### src/rtl/aq_mmu_sysmap_arb.sv
// Round-robin arbiter that serialises MMU requesters onto the single sysmap
// attribute lookup: register the page address, capture the flag, hold until ack.
//
//   state     | meaning
//   ----------+------------------------------------------------------------
//   ST_IDLE   | waiting for a request; req_rdy offered to the RR winner
//   ST_LOOKUP | r_pa drives the sysmap; flag captured at end of cycle
//   ST_RESP   | rsp_vld to r_gnt_id with r_flg until that requester acks
module aq_mmu_sysmap_arb #(
    parameter int REQ_NUM = 3,
    parameter int PA_W    = 28,
    parameter int FLG_W   = 5
) (
    input  logic                    forever_cpuclk,
    input  logic                    cpurst,
    input  logic                    mmu_arb_flush,
    input  logic [REQ_NUM-1:0]      req_vld,
    input  logic [REQ_NUM*PA_W-1:0] req_pa,
    output logic [REQ_NUM-1:0]      req_rdy,
    output logic [REQ_NUM-1:0]      rsp_vld,
    output logic [FLG_W-1:0]        rsp_flg,
    input  logic [REQ_NUM-1:0]      rsp_ack,
    output logic [PA_W-1:0]         arb_sysmap_pa,
    input  logic [FLG_W-1:0]        sysmap_arb_flg,
    output logic                    arb_busy
);

    localparam int ID_W = (REQ_NUM > 2) ? 2 : 1;

    typedef enum logic [1:0] {
        ST_IDLE   = 2'b00,
        ST_LOOKUP = 2'b01,
        ST_RESP   = 2'b10
    } state_t;

    localparam logic [REQ_NUM-1:0] ONE_HOT0 = {{(REQ_NUM-1){1'b0}}, 1'b1};

    state_t            r_state;
    logic [ID_W-1:0]   r_rr_ptr;
    logic [ID_W-1:0]   r_gnt_id;
    logic [PA_W-1:0]   r_pa;
    logic [FLG_W-1:0]  r_flg;

    logic [ID_W:0]     w_idx;
    logic [ID_W-1:0]   w_gnt;
    logic [ID_W-1:0]   w_gnt_nxt;
    logic              w_found;
    logic              w_accept;
    logic              w_ack_hit;

    // Scan from r_rr_ptr upward, wrapping at REQ_NUM; first active request wins.
    always_comb begin
        w_idx   = '0;
        w_gnt   = '0;
        w_found = 1'b0;
        for (int k = 0; k < REQ_NUM; k++) begin
            w_idx = {1'b0, r_rr_ptr} + (ID_W+1)'(k);
            if (w_idx >= (ID_W+1)'(REQ_NUM))
                w_idx = w_idx - (ID_W+1)'(REQ_NUM);
            if (!w_found && req_vld[w_idx[ID_W-1:0]]) begin
                w_found = 1'b1;
                w_gnt   = w_idx[ID_W-1:0];
            end
        end
    end

    assign w_gnt_nxt = (w_gnt == ID_W'(REQ_NUM-1)) ? '0 : w_gnt + ID_W'(1);

    assign req_rdy = (r_state == ST_IDLE && !mmu_arb_flush && w_found)
                     ? (ONE_HOT0 << w_gnt) : '0;
    assign rsp_vld = (r_state == ST_RESP && !mmu_arb_flush)
                     ? (ONE_HOT0 << r_gnt_id) : '0;
    assign w_accept      = |(req_vld & req_rdy);
    assign w_ack_hit     = rsp_ack[r_gnt_id];
    assign rsp_flg       = r_flg;
    assign arb_sysmap_pa = r_pa;
    assign arb_busy      = (r_state != ST_IDLE);

    always_ff @(posedge forever_cpuclk or posedge cpurst) begin
        if (cpurst) begin
            r_state  <= ST_IDLE;
            r_rr_ptr <= '0;
            r_gnt_id <= '0;
            r_pa     <= '0;
            r_flg    <= '0;
        end else if (mmu_arb_flush) begin
            r_state <= ST_IDLE;
        end else begin
            case (r_state)
                ST_IDLE: begin
                    if (w_accept) begin
                        r_pa     <= req_pa[int'(w_gnt)*PA_W +: PA_W];
                        r_gnt_id <= w_gnt;
                        r_rr_ptr <= w_gnt_nxt;
                        r_state  <= ST_LOOKUP;
                    end
                end
                ST_LOOKUP: begin
                    r_flg   <= sysmap_arb_flg;
                    r_state <= ST_RESP;
                end
                ST_RESP: begin
                    if (w_ack_hit)
                        r_state <= ST_IDLE;
                end
                default: r_state <= ST_IDLE;
            endcase
        end
    end

endmodule
### config.mk
export PLATFORM = sky130hd
export DESIGN_NAME = aq_mmu_sysmap_arb
export DESIGN_NICKNAME = d
export VERILOG_FILES = /design/src/rtl/aq_mmu_sysmap_arb.sv
export SDC_FILE = /design/constraint.sdc
export NUM_CORES = 1
export LEC_CHECK = 0
export ABC_CLOCK_PERIOD_IN_PS = 2900
export CAP_MARGIN = 20
export CORE_UTILIZATION = 37
export CTS_CLUSTER_DIAMETER = 60
export DETAILED_ROUTE_END_ITERATION = 8
export GPL_ROUTABILITY_DRIVEN = 0
export GPL_TIMING_DRIVEN = 0
export PLACE_DENSITY = 0.81
export SYNTH_ARGS = -nofsm -noshare
export SYNTH_HDL_FRONTEND = slang
export SYNTH_SLANG_ARGS = --single-unit
### constraint.sdc
create_clock -name forever_cpuclk -period 2.9 [get_ports forever_cpuclk]
set_input_delay 0.58 -clock forever_cpuclk [delete_from_list [all_inputs] [get_ports forever_cpuclk]]
set_output_delay 0.58 -clock forever_cpuclk [all_outputs]
set_load 0.005 [all_outputs]
# Yosys cells after proc, flatten, opt, wreduce, memory -nomap -nowiden
# Index checks and enable logic that the tools add are counted.
classes:
  n_addsub: 6
  multipliers: 1
  n_lt_le_gt_ge: 7
  n_eq_ne: 5
  n_shift: 3
  mux: 24
  bitwise_logic: 2
  n_reduce_logical: 14
ops:
  columns: ["op", "n"]
  rows:
  - ["84-bit by 8-bit indexed part select with 28-bit output", 1]
  - ["2-bit 2-to-1 mux", 10]
  - ["2-bit by 3-bit less-than comparator with 1-bit output (second input constant)", 4]
  - ["1-bit binary-select mux with 2-bit select", 4]
  - ["1-bit 2-to-1 mux", 7]
  - ["3-bit by 2-bit greater-or-equal comparator with 1-bit output (second input constant)", 2]
  - ["3-bit 2-to-1 mux", 2]
  - ["3-bit != test (second input constant)", 2]
  - ["2-bit case mux with 3 select lines", 1]
  - ["1-bit by 2-bit left shift with 3-bit output (first input constant)", 2]
  - ["2-bit subtractor (second input constant)", 3]
  - ["1-bit logical AND", 5]
  - ["2-bit by 3-bit multiplier with 5-bit output (second input constant)", 1]
  - ["2-bit == test (second input constant)", 2]
  - ["2-bit AND reduction", 2]
  - ["2-bit by 1-bit adder with 3-bit output (second input constant)", 1]
  - ["2-bit by 2-bit adder with 3-bit output (second input constant)", 1]
  - ["3-bit AND", 1]
  - ["1-bit logical NOT", 3]
  - ["3-bit AND reduction", 1]
  - ["3-bit OR reduction", 1]
  - ["2-bit by 1-bit adder with 2-bit output (second input constant)", 1]
  - ["2-bit by 1-bit == test with 1-bit output (second input constant)", 1]
  - ["2-bit greater-or-equal comparator (second input constant)", 1]
  - ["3 further kinds", 3]
word_totals:
  regBits: 39
  input_bits: 98
  out_inout_bits: 40
  word_cells: 67

# Longest topological paths before layout
depth:
  ltp_word: 18
  depth_mapped: 10

# Worst setup path after synthesis
# OpenSTA, ideal clock, no wires.
synth_timing:
  path_kind: "register -> output"
  start: "register r_rr_ptr[0]"
  end: "output port req_rdy[1]"
  t_arrival_ns: 1.853
  t_required_ns: 2.320
  path_slack_ns: 0.467
  path_stages_with_launch: 9
  n_path_buf: 1
  cell_sequence: "dfrtp_1 > inv_1 > ha_1 > mux2i_1 > o22ai_2 > o31ai_4 > inv_2 > clkbuf_1 > and2_1"
synth_via:
  elab_chain_cells: 13
  elab_cells_between_ends: 30
  cone_classes: "add/sub (5); order compare (3); shift (1); mux (16); reduce/logical (5)"
synth_rtl:
  columns: ["element", "line", "source"]
  rows:
  - ["start, declared", "39", "logic [ID_W-1:0] r_rr_ptr;"]
  - ["start signal, assigned", "94", "r_rr_ptr <= w_gnt_nxt;"]
  - ["branches (longest 12 deep; another with 2-bit by 1-bit adder with 3-bit output)", null, null]
  - ["3-bit 2-to-1 mux *", "70", "? (ONE_HOT0 << w_gnt) : '0;"]
  - ["end, declared", "19", "output logic [REQ_NUM-1:0] req_rdy,"]
# Every way passes the cells marked *. The select of a mux whose other input is x is not followed.

# Final worst setup path
layout_timing:
  start: "register r_rr_ptr[0]"
  end: "output port req_rdy[0]"
# The elaborated chain is that of the path after synthesis.

==> metrics.md <==
| Metric | Value |
|---|---|
| Clock sinks | 39 |
| Number of input and output port buffers inserted | ~140 |
| Final Skew | about 0.004 ns |
| Max Transition Viols Final | 0 |
| Layout Area Growth over Synthesis | 87.22% |
| Number of unique standard cell types used by synthesis | 33 |
| Count of endpoints failing hold in the final timing report | 0 |
| Leakage power | around 1.6 nW |
| Total grt overflow | 0 |
| Largest stage delay on the critical path | approximately 0.4 ns |
| Outcome | complete, but fails checks |
| Number of levels in the clock H-tree | 2 |
| Number of vias in the routed layout | roughly 2.3k |
| FILL cells | about 420 |
| Residual DRC | 0 |
| Number of storage elements in the synthesis netlist | 39 |
| Final wirelength | approximately 7500 um |
| Final setup violating endpoints | 1 |
| Final TNS setup | -0.006346 ns |
| Fraction of the cycle the final worst path needs | 100.2% |
| Clock tree from TritonCTS | done |
| Slowest stage cell, crit path | dfrtp_1 |
| Crit Path Category | reg -> out |
| Required time of the worst setup path | between 2 and 2.5 ns |
| Count of synthesis-stage warnings from yosys | 0 |
| Class of the tightest hold or removal check | reg -> reg |
| Tmin final | around 2.9 ns |
| Power per standard cell area | between 1000 and 1500 nW/um^2 |
| Normalized max-slew margin | 44.22% |
| Tightest Pin Transition | 0.8355 ns |
| Overall global routing resource usage | around 25% |
| Critical-path maximum fanout | 3 |
| Upper clock frequency limit | approximately 340 MHz |
| Number of antenna violations at the first check in global routing | 0 |
| Critical Path End Type | output pin |
| Number of top-level design ports | about 140 |
| Worst path cell trace | inv_2, ha_4, mux2i_4, o21ai_4, o32ai_2, a2bb2oi_2, buf_4, nor3_4, buf_6, buf_6 |
| Avg Vias per Cell | 5.330 |
| Average cell area after synthesis | approximately 11 sq um |
| Floorplan die width | between 70 and 80 um |
| Bufs on Longest Clock Path | 2 |
| Vertical extent of the die | 78.64 um |
| Core outline area | between 5000 and 6000 sq um |
| Cell occurring most often along the worst timing path | buf_6 |
| WP data arrival | between 2 and 2.5 ns |
| Hold buffer count at CTS | 0 |
| Startpoint kind of the worst setup timing path | flop |
| Share of cells above drive strength 1 | between 20% and 30% |
| Number of nets in the synthesized netlist | 300 |
| Routed length per instance | 17.08 um |
| Clk Tree Root Cell | clkbuf_8 |
| Antenna Cells | 0 |
| Rows | 27 |
| RSZ-0062 raised after global routing | true |
| Clock insertion delay at the later pin of the skew report | a little under 0.3 ns |
| Gate count of the mapped netlist | roughly 200 |
| Pin count of the biggest net entering global routing | 40 |
| Via count of the first global-routing pass | roughly 2.4k |
| Clk pin slew, worst setup/hold paths | 0.07 ns |
| Initial core utilization | between 30% and 40% |
| ANT nets after route | 0 |
| Post-DP HPWL | 5199 um |
| Drt first pass iters | 4 |
| VDD IR max | roughly 0.00060 V |
| Post-layout worst setup margin | -0.006346 ns |
| Count of maximum capacitance violations | 0 |
| Fin nets | 470 |
| Total Die Area | about 6200 sq um |
| Number of synthesized flops with an enable pin | 0 |
| Post-Route Hold Slack | around 0.51 ns |
| Synth Flop Type | dfrtp_1 |
| Violated checks | negative setup slack |
| Post-route cell area | just over 4000 sq um |
| Netlist Area Pre-Place | 2173 sq um |
| Clock buffer count from CTS | 5 |
| Wire length of the first global-routing pass | about 12000 um |
| Area of placed instances | about 3600 sq um |
| Sequential fraction of the synthesis area | between 40% and 50% |
| Share of async-settable or async-resettable flops after synthesis | 100.0% |
| Initial detailed-routing violation count | approximately 120 |
-- per-layer routing --
| metal | GRT usage [%] | up-vias | share of wire, % |
|---|---|---|---|
| li1 | - | 1099 | - |
| met1 | 28.17 | 1117 | 39 |
| met2 | 46.17 | 111 | 52 |
| met3 | 6.512 | 13 | 7.8 |
| met4 | 7.963 | 0 | 1.8 |
| met5 | 0 | - | 0 |
-- synth_stat cells, types with 3 or more instances --
library cell | n | area share [%]
dfrtp_1 | 39 | 45
ha_1 | 4 | 2.3
and2_1 | 3 | 0.86
inv_1 | 4 | 0.69
a21oi_1 | 4 | 0.92
mux2i_1 | 4 | 1.8
nor3_1 | 3 | 0.69
nor2_1 | 31 | 5.4
a221oi_2 | 10 | 6.9
nand2_1 | 5 | 0.86
a221oi_1 | 18 | 7.3
clkbuf_1 | 4 | 0.69
buf_2 | 9 | 2.1
o2bb2ai_1 | 28 | 11
mux2_2 | 5 | 2.6
-- timing repair --
action | in CTS | in global routing
gates cloned | 0 | 0
setup buffers | 19 | 7
setup endpoints to repair | 3 | 3
gates resized for setup | 42 | 11
pin swaps | 10 | 5
hold endpoints to repair | 0 | 0
-- worst max-delay path, delay by kind of cell (launching register included) --
kind,cells,cell delay (ns)
flops,1,0.41
mux,1,0.29
buf+inv,4,0.48
simple gates,1,0.20
compound gates,3,0.47
fa+ha+maj,1,0.18
-- metrics by stage --
step | util [%] | instances | worst slack [ns] | total power [mW]
5_1_grt | 73.00 | 439 | -0.1110 | 4.941
3_5_place_dp | 65.21 | 407 | -0.6636 | 3.587
2_1_floorplan | - | 198 | 0.4670 | 2.505
3_3_place_gp | 65.21 | 407 | -0.6095 | 3.499
4_1_cts | 71.87 | 432 | -0.0006475 | 4.474
6_report | 73.00 | 439 | -0.006346 | 4.617
-- cell families after synthesis --
| logic type | after synthesis | synth area share, % |
|---|---|---|
| compound gates | 74 | 32.82 |
| fa+ha+maj | 4 | 2.303 |
| buf+inv | 21 | 4.835 |
| mux | 9 | 4.433 |
| simple gates | 51 | 10.71 |
| flops | 39 | 44.91 |
-- area by class of cell --
cell class,count,area [sq um],area share [%]
multi-input cells,138,1232,30.29
plain buffers,15,106.4,2.614
repair buffers,163,1565,38.47
clock buffers,6,72.57,1.784
flip-flops and latches,39,977.2,24.02
inverters,6,25.02,0.6150
well taps,72,90.09,2.214
-- flip-flops by register name, summed over array words and instances (netlist names) --
name	count
arb_sysmap_pa	28
r_rr_ptr	2
r_state	2
rsp_flg	5
r_gnt_id	2
-- cells in the final DEF (no fill, tap or decap), types with 5 or more instances in the layout --
cell             count
a221oi_1            18
a221oi_2            10
buf_2                8
buf_4               23
buf_6                8
clkbuf_8             5
clkdlybuf4s50_1    131
dfrtp_1             38
mux2_2               5
nor2_1              30
o2bb2ai_1           28
-- final timing paths --
check	startpoint	endpoint	slack (ns)	depth (start not counted)
worst max register to register	r_rr_ptr[0]$_DFFE_PP0P_	arb_sysmap_pa[2]$_DFFE_PP0P_	0.34	12
worst max-delay path	r_rr_ptr[0]$_DFFE_PP0P_	req_rdy[0]	-0.006	10
min in group asynchronous	cpurst	arb_sysmap_pa[4]$_DFFE_PP0P_	0.78	2
worst min register to register	rsp_flg[1]$_DFFE_PP0P_	rsp_flg[1]$_DFFE_PP0P_	0.51	1
worst min-delay path	rsp_flg[1]$_DFFE_PP0P_	rsp_flg[1]$_DFFE_PP0P_	0.51	1
max in group asynchronous	cpurst	r_rr_ptr[1]$_DFFE_PP0P_	1.55	2
-- where the power goes --
group          leakage [nW]  internal, mW  switching [mW]
Clock                0.0371         0.160           0.183
Sequential            0.445         0.836           0.174
Combinational          1.13          1.72            1.54
Total                  1.61          2.72            1.90
Note: power is estimated with default switching activity, not from simulation.
==> RTL change (same flow settings) <==
Set the parameter `PA_W` to 56 (it was 28).
--- a/src/rtl/aq_mmu_sysmap_arb.sv
+++ b/src/rtl/aq_mmu_sysmap_arb.sv
@@ -9,5 +9,5 @@
 module aq_mmu_sysmap_arb #(
     parameter int REQ_NUM = 3,
-    parameter int PA_W    = 28,
+    parameter int PA_W    = 56,
     parameter int FLG_W   = 5
 ) (
Ports: changed (resized arb_sysmap_pa and req_pa); port bits go from 138 to 250. No check against the original RTL was run, so the function may have changed too.
==> RTL change against the original RTL <==
Critical endpoint is now req_rdy[2]. Largest cell class unchanged. Largest power group unchanged. Sequential cell count rose by 28. Fmax rose by 0.47%. Setup slack improved by 14 ps. Cell count rose by 66%. Core utilization rose by 1.2 points. Total power rose by 70%. Area after synthesis rose by 61%. Die area rose by 60%. Design area rose by 68%. Via count rose by 69%. Clock power rose by 150%. Wire length rose by 84%. Count of clock-buffer cells in the layout rose by 5. Register-to-register slack got worse by 140 ps.
==> RTL change: results (changes against the original RTL) <==
- Outcome: finished, final reports clean
- Share of layout cells above drive strength 1: 17.2% (-6.6 points)
- Clk sink count: 67 (+72%)
- Post-synthesis adder-cell area fraction: 1.43% (-0.88 points)
- Clk Latency, worst-skew pair: 340 ps (+50 ps)
- Comb_multi_in: 223 (+62%)
- Worst r2r dst: arb_sysmap_pa[41]$_DFFE_PP0P_
- Area contributors post-synth: dfrtp_1, a221oi_1, o2bb2ai_1
- Complex-gate fraction of the synthesized area: 32.4% (-0.43 points)
- Post-CTS setup buffer count: 25 (+6)
- Leakage: 2.64 nW (+64%)
- GRT met1 Usage: 32.6% (+4.4 points)
- # clk buffers: 11 (+5)
- WL met3: 1030 um (+76%)
- Htree depth: 3 (+1)
- Worst slack, placed: -886 ps (-223 ps)
- Drt initial violations: 115 (-0.86%)
- Fin crit share: 99.8% (-0.47 points)
- Area taken by multi-input logic gates: 1830 sq um (+49%)
- Net Switching: 3.16 mW (+67%)
- M2 GR Usage: 50.2% (+4.0 points)
- Vias in the first global route: 4093 (+73%)
- Power in combinational cells: 5.27 mW (+62%)
- Reg2reg path depth: 13 (+1)
- Sequential area share after synthesis: 47.8% (+2.9 points)
- Design Power: 7.83 mW (+70%)
- PortBufs: 249 (+82%)
- First-pass GRT wire length: 21300 um (+80%)
- CP startpoint: req_vld[0]
RTL change: cell types whose count changed after synthesis, sizes merged, moves of 6 or more:
cell | before | now
a221oi | 28 | 56
nor2 | 31 | 61
dfrtp | 39 | 67
buf | 11 | 20
o2bb2ai | 28 | 56
clkbuf | 4 | 10
RTL change: per-stage QoR:
| stage | instances | hold WS, ps | setup TNS [ps] | area [sq um] |
|---|---|---|---|---|
| final | 729 | 514 | 0 | 6830 |
| after floorplan | 326 | 505 | 0 | 3510 |
| after global placement | 686 | 491 | -40000 | 6140 |
| after global routing | 729 | 530 | -89.6 | 6830 |
| after CTS | 726 | 521 | -32.3 | 6700 |
| after detailed placement | 686 | 505 | -2560 | 6140 |
RTL change: critical path, stage by stage:
cell and delay [ps]:
clkdlybuf4s15_1 460, mux2i_4 150, o22ai_4 250, buf_6 140, o32ai_4 70, a2bb2oi_4 200
buf_6 120, buf_6 90, and2_4 140, buf_6 90
